**config.mk**
```make
export PLATFORM = sky130hd
export DESIGN_NAME = cnn_frame_sequencer_flat
export DESIGN_NICKNAME = d
export VERILOG_FILES = /design/src/rtl/cnn_frame_sequencer_if.sv /design/src/rtl/cnn_frame_sequencer.sv /design/src/flat_wrapper.sv
export SDC_FILE = /design/constraint.sdc
export NUM_CORES = 1
export LEC_CHECK = 0
export ABC_AREA = 1
export CAP_MARGIN = 30
export CORE_MARGIN = 8
export CORE_UTILIZATION = 50
export CTS_CLUSTER_SIZE = 40
export DETAILED_ROUTE_END_ITERATION = 12
export GPL_ROUTABILITY_DRIVEN = 0
export GPL_TIMING_DRIVEN = 0
export PLACE_DENSITY = 0.91
export SETUP_SLACK_MARGIN = 0.2
export SLEW_MARGIN = 5
export SYNTH_ARGS = -nofsm -noshare
export SYNTH_HDL_FRONTEND = slang
export SYNTH_SLANG_ARGS = --single-unit
```
**constraint.sdc**
```tcl
create_clock -name clk -period 1.6 [get_ports clk]
set_input_delay 0.24 -clock clk [delete_from_list [all_inputs] [get_ports clk]]
set_output_delay 0.24 -clock clk [all_outputs]
set_load 0.03 [all_outputs]
```
**src/rtl/cnn_frame_sequencer_if.sv**
```systemverilog
`default_nettype none
// ============================================================================
// Module  : cnn_frame_sequencer_if
// Purpose : Handshake, pixel-RAM and result bus between the frame sequencer
//           and its environment (RAM, conv1 input, comparator, host).
// Revision: 1.0 - initial release
// ============================================================================
interface cnn_frame_sequencer_if #(
  parameter int ADDR_BITS = 10
);
  logic                 start;
  logic                 abort;
  logic                 busy;
  logic                 mem_rd_en;
  logic [ADDR_BITS-1:0] mem_addr;
  logic [7:0]           mem_rdata;
  logic [7:0]           pix_out;
  logic                 pix_valid;
  logic                 pipe_rst_n;
  logic                 res_valid;
  logic [3:0]           res_decision;
  logic [3:0]           decision;
  logic                 done;
  logic                 timeout_err;
  logic [15:0]          frame_cnt;

  // Environment side: host, pixel RAM and comparator
  modport master (
    output start, abort, mem_rdata, res_valid, res_decision,
    input  busy, mem_rd_en, mem_addr, pix_out, pix_valid, pipe_rst_n,
           decision, done, timeout_err, frame_cnt
  );

  // Sequencer side
  modport slave (
    input  start, abort, mem_rdata, res_valid, res_decision,
    output busy, mem_rd_en, mem_addr, pix_out, pix_valid, pipe_rst_n,
           decision, done, timeout_err, frame_cnt
  );
endinterface
`default_nettype wire

```
**src/rtl/cnn_frame_sequencer.sv**
```systemverilog
`default_nettype none
// ============================================================================
// Module  : cnn_frame_sequencer
// Purpose : Frame controller for the MNIST CNN datapath. Flushes the pipeline,
//           streams one image from the pixel RAM into conv1, then waits for
//           the comparator decision (or a timeout) and reports completion.
// Revision: 1.0 - initial release
// ============================================================================
module cnn_frame_sequencer #(
  parameter int IMG_PIXELS     = 784,
  parameter int ADDR_BITS      = 10,
  parameter int FLUSH_CYCLES   = 4,
  parameter int TIMEOUT_CYCLES = 4096,
  parameter int TO_BITS        = 13
) (
  input  logic                  clk,
  input  logic                  rst_n,
  cnn_frame_sequencer_if.slave  sq_if
);

  localparam int FL_BITS = (FLUSH_CYCLES > 1) ? $clog2(FLUSH_CYCLES) : 1;
  localparam logic [FL_BITS-1:0]   C_FLUSH_LAST = FL_BITS'(FLUSH_CYCLES - 1);
  localparam logic [ADDR_BITS-1:0] C_ADDR_LAST  = ADDR_BITS'(IMG_PIXELS - 1);
  localparam logic [TO_BITS-1:0]   C_TO_LAST    = TO_BITS'(TIMEOUT_CYCLES - 1);

  typedef enum logic [2:0] {
    S_IDLE     = 3'd0,
    S_FLUSH    = 3'd1,
    S_STREAM   = 3'd2,
    S_WAIT_RES = 3'd3,
    S_DONE     = 3'd4
  } state_t;

  state_t               state_q, state_d;
  logic [FL_BITS-1:0]   flush_cnt_q, flush_cnt_d;
  logic [ADDR_BITS-1:0] addr_q, addr_d;
  logic [TO_BITS-1:0]   to_cnt_q, to_cnt_d;
  logic                 pix_valid_q, pix_valid_d;
  logic                 pipe_rst_n_q, pipe_rst_n_d;
  logic [3:0]           decision_q, decision_d;
  logic                 timeout_err_q, timeout_err_d;
  logic [15:0]          frame_cnt_q, frame_cnt_d;
  logic                 abort_hit;

  // Next-state, counter and result logic; abort overrides everything else
  always_comb begin
    state_d       = state_q;
    flush_cnt_d   = '0;
    addr_d        = '0;
    to_cnt_d      = '0;
    pix_valid_d   = 1'b0;
    decision_d    = decision_q;
    timeout_err_d = timeout_err_q;
    frame_cnt_d   = frame_cnt_q;
    abort_hit     = sq_if.abort && (state_q != S_IDLE);

    case (state_q)
      S_IDLE: begin
        if (sq_if.start && !sq_if.abort) begin
          state_d       = S_FLUSH;
          timeout_err_d = 1'b0;
        end
      end
      S_FLUSH: begin
        if (flush_cnt_q == C_FLUSH_LAST) begin
          state_d = S_STREAM;
        end else begin
          flush_cnt_d = flush_cnt_q + 1'b1;
        end
      end
      S_STREAM: begin
        // The read issued this cycle returns data next cycle, which is
        // exactly when pix_valid is asserted for it.
        pix_valid_d = 1'b1;
        if (addr_q == C_ADDR_LAST) begin
          addr_d  = addr_q;
          state_d = S_WAIT_RES;
        end else begin
          addr_d = addr_q + 1'b1;
        end
      end
      S_WAIT_RES: begin
        to_cnt_d = to_cnt_q + 1'b1;
        if (sq_if.res_valid) begin
          decision_d = sq_if.res_decision;
          state_d    = S_DONE;
        end else if (to_cnt_q == C_TO_LAST) begin
          decision_d    = 4'hF;
          timeout_err_d = 1'b1;
          state_d       = S_DONE;
        end
      end
      S_DONE: begin
        frame_cnt_d = frame_cnt_q + 16'd1;
        state_d     = S_IDLE;
      end
      default: state_d = S_IDLE;
    endcase

    if (abort_hit) begin
      state_d       = S_IDLE;
      addr_d        = '0;
      to_cnt_d      = '0;
      pix_valid_d   = 1'b0;
      decision_d    = decision_q;
      timeout_err_d = timeout_err_q;
      frame_cnt_d   = frame_cnt_q;
    end

    // Datapath clear tracks the FLUSH state, plus one cycle after an abort
    pipe_rst_n_d = !((state_d == S_FLUSH) || abort_hit);
  end

  // State and output registers
  always_ff @(posedge clk or negedge rst_n) begin
    if (!rst_n) begin
      state_q       <= S_IDLE;
      flush_cnt_q   <= '0;
      addr_q        <= '0;
      to_cnt_q      <= '0;
      pix_valid_q   <= 1'b0;
      pipe_rst_n_q  <= 1'b0;
      decision_q    <= 4'h0;
      timeout_err_q <= 1'b0;
      frame_cnt_q   <= 16'h0000;
    end else begin
      state_q       <= state_d;
      flush_cnt_q   <= flush_cnt_d;
      addr_q        <= addr_d;
      to_cnt_q      <= to_cnt_d;
      pix_valid_q   <= pix_valid_d;
      pipe_rst_n_q  <= pipe_rst_n_d;
      decision_q    <= decision_d;
      timeout_err_q <= timeout_err_d;
      frame_cnt_q   <= frame_cnt_d;
    end
  end

  assign sq_if.busy        = (state_q != S_IDLE);
  assign sq_if.mem_rd_en   = (state_q == S_STREAM);
  assign sq_if.mem_addr    = addr_q;
  assign sq_if.pix_valid   = pix_valid_q;
  // RAM data is valid in the cycle after the read, so it passes straight out
  assign sq_if.pix_out     = pix_valid_q ? sq_if.mem_rdata : 8'h00;
  assign sq_if.pipe_rst_n  = pipe_rst_n_q;
  assign sq_if.decision    = decision_q;
  assign sq_if.done        = (state_q == S_DONE);
  assign sq_if.timeout_err = timeout_err_q;
  assign sq_if.frame_cnt   = frame_cnt_q;

endmodule
`default_nettype wire
```
**src/flat_wrapper.sv**
```systemverilog
// flat-port wrapper written by rule: the top's interface ports become plain ports
module cnn_frame_sequencer_flat 
#(
  parameter int IMG_PIXELS     = 784,
  parameter int ADDR_BITS      = 10,
  parameter int FLUSH_CYCLES   = 4,
  parameter int TIMEOUT_CYCLES = 4096,
  parameter int TO_BITS        = 13
)
  (clk, rst_n, sq_if_start, sq_if_abort, sq_if_mem_rdata, sq_if_res_valid, sq_if_res_decision, sq_if_busy, sq_if_mem_rd_en, sq_if_mem_addr, sq_if_pix_out, sq_if_pix_valid, sq_if_pipe_rst_n, sq_if_decision, sq_if_done, sq_if_timeout_err, sq_if_frame_cnt);
  cnn_frame_sequencer_if #(.ADDR_BITS(ADDR_BITS)) sq_if_i ();
  input  logic clk;
  input  logic rst_n;
  input wire logic [$bits(sq_if_i.start)-1:0] sq_if_start;
  input wire logic [$bits(sq_if_i.abort)-1:0] sq_if_abort;
  input wire logic [$bits(sq_if_i.mem_rdata)-1:0] sq_if_mem_rdata;
  input wire logic [$bits(sq_if_i.res_valid)-1:0] sq_if_res_valid;
  input wire logic [$bits(sq_if_i.res_decision)-1:0] sq_if_res_decision;
  output wire logic [$bits(sq_if_i.busy)-1:0] sq_if_busy;
  output wire logic [$bits(sq_if_i.mem_rd_en)-1:0] sq_if_mem_rd_en;
  output wire logic [$bits(sq_if_i.mem_addr)-1:0] sq_if_mem_addr;
  output wire logic [$bits(sq_if_i.pix_out)-1:0] sq_if_pix_out;
  output wire logic [$bits(sq_if_i.pix_valid)-1:0] sq_if_pix_valid;
  output wire logic [$bits(sq_if_i.pipe_rst_n)-1:0] sq_if_pipe_rst_n;
  output wire logic [$bits(sq_if_i.decision)-1:0] sq_if_decision;
  output wire logic [$bits(sq_if_i.done)-1:0] sq_if_done;
  output wire logic [$bits(sq_if_i.timeout_err)-1:0] sq_if_timeout_err;
  output wire logic [$bits(sq_if_i.frame_cnt)-1:0] sq_if_frame_cnt;
  assign sq_if_i.start = sq_if_start;
  assign sq_if_i.abort = sq_if_abort;
  assign sq_if_i.mem_rdata = sq_if_mem_rdata;
  assign sq_if_i.res_valid = sq_if_res_valid;
  assign sq_if_i.res_decision = sq_if_res_decision;
  assign sq_if_busy = sq_if_i.busy;
  assign sq_if_mem_rd_en = sq_if_i.mem_rd_en;
  assign sq_if_mem_addr = sq_if_i.mem_addr;
  assign sq_if_pix_out = sq_if_i.pix_out;
  assign sq_if_pix_valid = sq_if_i.pix_valid;
  assign sq_if_pipe_rst_n = sq_if_i.pipe_rst_n;
  assign sq_if_decision = sq_if_i.decision;
  assign sq_if_done = sq_if_i.done;
  assign sq_if_timeout_err = sq_if_i.timeout_err;
  assign sq_if_frame_cnt = sq_if_i.frame_cnt;
  cnn_frame_sequencer #(.IMG_PIXELS(IMG_PIXELS), .ADDR_BITS(ADDR_BITS), .FLUSH_CYCLES(FLUSH_CYCLES), .TIMEOUT_CYCLES(TIMEOUT_CYCLES), .TO_BITS(TO_BITS)) u_core (.clk(clk), .rst_n(rst_n), .sq_if(sq_if_i));
endmodule
```
* Word level (Yosys, flattened, before mapping)
Cells that the tools add are included.
Cells by class: $add $sub $neg 4, equality and inequality tests 12, mux-type cells 23, bitwise gates (word level) 1, reductions and logical operators 12
Operators with widths (count):
- 2-to-1 mux 10 bit | 3
- 2-to-1 mux 13 bit | 2
- 2-to-1 mux 3 bit | 6
- adder 16 x 1 -> 16 bit, second input constant | 1
- adder 13 x 1 -> 13 bit, second input constant | 1
- equality test 13 x 12 -> 1 bit, second input constant | 1
- case mux 3 bit (4 select lines) | 1
- adder 10 x 1 -> 10 bit, second input constant | 1
- equality test 10 bit, second input constant | 1
- 2-to-1 mux 4 bit | 2
- 2-to-1 mux 8 bit | 1
- equality test 3 x 1 -> 1 bit, second input constant | 2
- equality test 3 x 2 -> 1 bit, second input constant | 2
- 2-to-1 mux 1 bit | 5
- AND reduction 5 bit | 1
- 2-to-1 mux 2 bit | 2
- inequality test 2 x 1 -> 1 bit, second input constant | 2
- nonzero test 2 bit | 2
- equality test 3 bit, second input constant | 1
- zero test 3 bit | 1
- inequality test 3 x 2 -> 1 bit, second input constant | 1
- AND reduction 3 bit | 1
- nonzero test 3 bit | 1
- adder 2 x 1 -> 2 bit, second input constant | 1
- other kinds (8) | 10
Storage, ports and cells: flip-flop bits (word level) 51, bits of input ports 17, output and inout bits 44, logic and storage cells 61

* Longest topological paths before layout
depth in word-level cells 8, gate-level depth with buffers 9, depth with buffers taken out 9

* Worst setup path after synthesis
OpenSTA, ideal clock, no wires.
path type register -> register, start point register u_core.addr_q[1] (netlist: u_core.sq_if.mem_addr[1]), end point register u_core.pipe_rst_n_q (netlist: u_core.sq_if.pipe_rst_n), setup time 0.127 ns, arrival time 1.417 ns, required time 1.473 ns, slack 0.056 ns, stages on the path, launching flop included 9, buffers on the path 0, clock period less this slack 1.544 ns, cell sequence dfrtp_1 > ha_1 > nand2_1 > nor2_1 > nand2_1 > nor2_2 > nor2_1 > nand2_1 > a21oi_1
Between the ends: cells in the longest elaborated chain, start to end 7
Ends and longest elaborated chain:
- start, declared | line cnn_frame_sequencer.sv:36 | logic [ADDR_BITS-1:0] addr_q, addr_d;
- start signal, assigned | line cnn_frame_sequencer.sv:129 | addr_q <= addr_d;
- equality test 10 bit | line cnn_frame_sequencer.sv:75 | if (addr_q == C_ADDR_LAST) begin
- 2-to-1 mux 3 bit | line cnn_frame_sequencer.sv:75
- case mux 3 bit (4 select lines) | line cnn_frame_sequencer.sv:57 | case (state_q)
- 2-to-1 mux 3 bit | line cnn_frame_sequencer.sv:100 | if (abort_hit) begin
- equality test 3 x 1 -> 1 bit | line cnn_frame_sequencer.sv:111 | pipe_rst_n_d = !((state_d == S_FLUSH) || abort_hit);
- logical OR 1 bit | line cnn_frame_sequencer.sv:111
- zero test 1 bit | line cnn_frame_sequencer.sv:111
- net u_core.pipe_rst_n_d | line cnn_frame_sequencer.sv:39 | logic pipe_rst_n_q, pipe_rst_n_d;
- end signal, assigned | line cnn_frame_sequencer.sv:132 | pipe_rst_n_q <= pipe_rst_n_d;
- end, declared | line cnn_frame_sequencer.sv:39
The timed path passes the listed nets, and every way through them passes these cells. A chain may end at the register's enable or synchronous reset.

* Final worst setup path
start point register u_core.state_q[1], end point output sq_if_mem_rd_en
Between the ends: cells in the longest elaborated chain, start to end 1
Ends and longest elaborated chain:
- start, declared | line cnn_frame_sequencer.sv:34 | state_t state_q, state_d;
- start signal, assigned | line cnn_frame_sequencer.sv:127 | state_q <= state_d;
- equality test 3 x 2 -> 1 bit | line cnn_frame_sequencer.sv:140 | assign sq_if.mem_rd_en = (state_q == S_STREAM);
- end, declared | line flat_wrapper.sv:20 | output wire logic [$bits(sq_if_i.mem_rd_en)-1:0] sq_if_mem_rd_en;
No other way between the ends.

==> results.yml <==
worst_setup_path:
  timing.critical_path.required_ns: 1.36
  critPathKind: "flop to primary output"
  timing.critical_path.to_type: "primary output"
  data_arrival_at_the_endpoint_of_the_critical_path_ns: 1.24
  cpMaxStageDelayCell: "sky130_fd_sc_hd__dfrtp_2"
  cp-start-kind: "flop"
  cpLargestDelayFamily: "flip-flops"
  buffers_plus_inverters_on_the_worst_setup_path: 2
  timing.critical_path.cells: "buf_6 > nand2_4 > nor2_4 > buf_6"
  critical_path.max_stage_delay_ns: 0.47
  critPathMaxFanout: 5
  cell_occurring_most_often_along_the_worst_timing_path: "sky130_fd_sc_hd__buf_6"
routing:
  route.antenna.remaining_nets: 0
  post_drt_wl_per_cell_um: 15.7
  drt_wl_total_um: 7680
  drtIter0Drc: 116
  post_drt_via_cell_ratio: 5.17
  drt_pre_antenna_iters: 4
  detailroute.via_count: 2527
  drc: 0
logic_synthesis:
  synth-edff-count: 0
  postSynthRegisterBits: 51
  synth-main-ff-cell: "sky130_fd_sc_hd__dfrtp_1"
  syn_avg_cell_area_sq_um: 8.05
  netlist_instances: 319
  synth_fp_nets: 340
  post_synth_most_frequent_cells: "77 x sky130_fd_sc_hd__nand2_1, 51 x sky130_fd_sc_hd__dfrtp_1, 47 x sky130_fd_sc_hd__inv_1, 40 x sky130_fd_sc_hd__nor2_1, 20 x sky130_fd_sc_hd__nand3_1"
  proportion_of_synthesized_flip_flops_having_asynchronous_set_or_reset: 1.00
  mappedNetlistArea_sq_um: 2570
  synth.lib_cells_used.distinct: 25
  ys_warn_count: 0
  synth_area_leader_cell: "sky130_fd_sc_hd__dfrtp_1"
  yosys-top-cells-area: "sky130_fd_sc_hd__dfrtp_1 50%, sky130_fd_sc_hd__nand2_1 11%, sky130_fd_sc_hd__inv_1 6.9%"
  yosys_top_cell_area_share: 0.497
  synth_most_common_cell: "sky130_fd_sc_hd__nand2_1"
  ys_seq_area_frac: 0.497
power_and_ir_drop:
  p_comb_frac: 0.286
  cellLeakagePower_uw: 0.00187
  vdd_drop_max_uv: 710
  share_clk_of_total_power: 0.271
  p_seq_frac: 0.444
  total_net_switching_power_uw: 1160
  netSwitchingFraction: 0.341
  power_report.internal_total_uw: 2230
  pwr_density_cell_nw_per_um2: 900
cts:
  cts_made_buffers: 5
  cts-root-to-sink-buffers: 2
  cts_tree: "yes"
  clkLatencyLatePin_ns: 0.32
  register_clock_pin_slew_on_the_reported_worst_setup_and_hold_paths_ns: 0.10
  htree_num_levels: 2
  ctsRootBufferMaster: "sky130_fd_sc_hd__clkbuf_8"
  cts_num_sinks: 51
timing:
  min_period_ns: 1.48
  hold_violations: 0
  maxClockFrequency_mhz: 674
  setup-violations-final: 0
  grt_setup_unrepaired: "true"
  totalNegativeSetupSlack_ns: 0
  maxSlewHeadroom: 0.654
  worst_slew_pin_slew_ns: 0.519
  final.period_utilization: 0.928
  fin_worst_skew_ns: 0.0192
  post-route-worst-setup-slack_ns: 0.115
  final-max-slew-violation-count: 0
place:
  detailed_place_hpwl_um: 4720
  buffer_ports.inserted: 60
  pre_cts_slack_ns: -0.224
grt:
  first_global_vias: 2472
  grt_start_max_net_pins: 31
  grt_pass1_wl_um: 11200
  grt_antenna_before_repair: 0
  grt_remaining_overflow: 0
  grt_use_total: 0.188
floorplan:
  std_cell_rows: 26
  design.die.area_sq_um: 7690
  coreArea_sq_um: 5040
  floorplan.die.height_um: 87.7
  ios: 61
  initial_core_util: 0.509
  die_w_um: 87.7
min_path:
  worstHoldPathType: "input port to asynchronous set/reset pin"
status:
  status: "completed"
flow_run:
  max_cap_violations: 0
cells_and_area:
  layout-drive-gt1-share: 0.317
  insertedDiodeCount: 0
  finish.net_count: 439
  flow.area_growth_from_synthesis_pct: 46.8
[area by class of cell]
| cell class | count | area (sq um) |
|---|---|---|
| Buffer | 1 | 11.3 |
| Tap cell | 70 | 87.6 |
| Timing Repair Buffer | 92 | 788 |
| Inverter | 50 | 188 |
| Clock buffer | 6 | 72.6 |
| Fill cell | 322 | 1270 |
| Multi-Input combinational cell | 217 | 1300 |
| Clock inverter | 2 | 37.5 |
| Sequential cell | 51 | 1290 |
[through the flow]
stage	hold slack, ns	util	total power (uW)	instance area, sq um	cells
2_1_floorplan	-0.0556	-	1970	2580	319
3_3_place_gp	0.420	0.648	2270	3270	449
3_5_place_dp	0.241	0.651	2310	3280	450
4_1_cts	0.439	0.714	3260	3600	481
5_1_grt	0.497	0.748	3520	3770	489
6_report	0.442	0.748	3390	3770	489
[what timing repair did]
action,4_1_cts,5_1_grt
pin swaps,14,23
resized for setup,136,67
setup buffers,22,8
hold endpoints to repair,21,0
setup endpoints to repair,65,59
hold buffers,1,0
[cells in the final DEF (no fill, tap or decap), types with 4 or more instances in the layout]
cell                              Yosys  final
sky130_fd_sc_hd__inv_1               47     43
sky130_fd_sc_hd__a21oi_2              0      4
sky130_fd_sc_hd__nand4_1              6      6
sky130_fd_sc_hd__xnor2_1              5      5
sky130_fd_sc_hd__dlygate4sd2_1        0     13
sky130_fd_sc_hd__nor2_1              40     29
sky130_fd_sc_hd__clkdlybuf4s15_2      0      6
sky130_fd_sc_hd__nand3_2              0      5
sky130_fd_sc_hd__clkdlybuf4s50_1      0     15
sky130_fd_sc_hd__a21oi_1             18     14
sky130_fd_sc_hd__nand2_1             77     65
sky130_fd_sc_hd__nor2_4               4      9
sky130_fd_sc_hd__clkbuf_2             0      8
sky130_fd_sc_hd__buf_4                0     29
sky130_fd_sc_hd__nand2_4              0      4
sky130_fd_sc_hd__xor2_1               9      8
sky130_fd_sc_hd__o21ai_0              9      6
sky130_fd_sc_hd__nor2_2               3      9
sky130_fd_sc_hd__nand2_2              2     10
sky130_fd_sc_hd__nor3_1              10      6
sky130_fd_sc_hd__buf_6                0      8
sky130_fd_sc_hd__dfrtp_2              0     10
sky130_fd_sc_hd__nand3_1             20     15
sky130_fd_sc_hd__inv_2                3      7
sky130_fd_sc_hd__clkdlybuf4s15_1      0      6
sky130_fd_sc_hd__dfrtp_1             51     41
sky130_fd_sc_hd__clkbuf_8             0      5
sky130_fd_sc_hd__buf_2                0      6
[path summary, 6_finish.rpt]
| check | start | endpoint | slack (ns) | cells past startpoint |
|---|---|---|---|---|
| max | u_core.state_q[1] | sq_if_mem_rd_en | 0.12 | 4 |
| max reg2reg | u_core.state_q[0] | u_core.state_q[0] | 0.13 | 6 |
| min | rst_n | u_core.sq_if.frame_cnt[15] | 0.44 | 2 |
| max in group asynchronous | rst_n | u_core.state_q[0] | 0.58 | 3 |
| min in group clk | sq_if_res_decision[2] | u_core.sq_if.decision[2] | 0.49 | 3 |
| min reg2reg | u_core.flush_cnt_q[0] | u_core.flush_cnt_q[0] | 0.49 | 1 |
[worst reg2reg max path, cell delays in order (launching register included)]
cell	delay, ns
sky130_fd_sc_hd__dfrtp_2	0.47
sky130_fd_sc_hd__nor2_4	0.20
sky130_fd_sc_hd__nand2_2	0.09
sky130_fd_sc_hd__buf_4	0.14
sky130_fd_sc_hd__nand2_1	0.14
sky130_fd_sc_hd__inv_1	0.15
sky130_fd_sc_hd__a21oi_1	0.20
[flip-flops by register name (all words and copies together) (netlist names)]
signal	cells
u_core.sq_if.pipe_rst_n	1
u_core.to_cnt_q	13
u_core.sq_if.frame_cnt	16
u_core.sq_if.mem_addr	10
u_core.sq_if.pix_valid	1
u_core.flush_cnt_q	2
u_core.sq_if.timeout_err	1
u_core.state_q	3
u_core.sq_if.decision	4
[logic make-up after synthesis]
logic type               share of synthesized area
buffers and inverters                       0.0745
AO/OA/AOI/OAI                               0.0687
XOR/XNOR                                    0.0477
flip-flops                                   0.497
adder cells (fa/ha/maj)                     0.0195
AND/OR/NAND/NOR                              0.293
[power by group through the flow]
stage / Combinational, uW / Clock (uW) / Sequential [uW]
CTS: 873 / 900 / 1490
global route: 1030 / 982 / 1510
detailed placement: 792 / 0 / 1520
floorplan: 341 / 0 / 1620
finish: 969 / 917 / 1500
global placement: 762 / 0 / 1510
[layer usage]
layer / share of wire / vias up / global-route usage
met5: 0 / - / 0
met3: 0.045 / 30 / 0.0385
li1: - / 1200 / -
met1: 0.37 / 1210 / 0.184
met2: 0.55 / 87 / 0.373
met4: 0.034 / 0 / 0.0750
No activity file was read; power rests on OpenSTA's default activity.
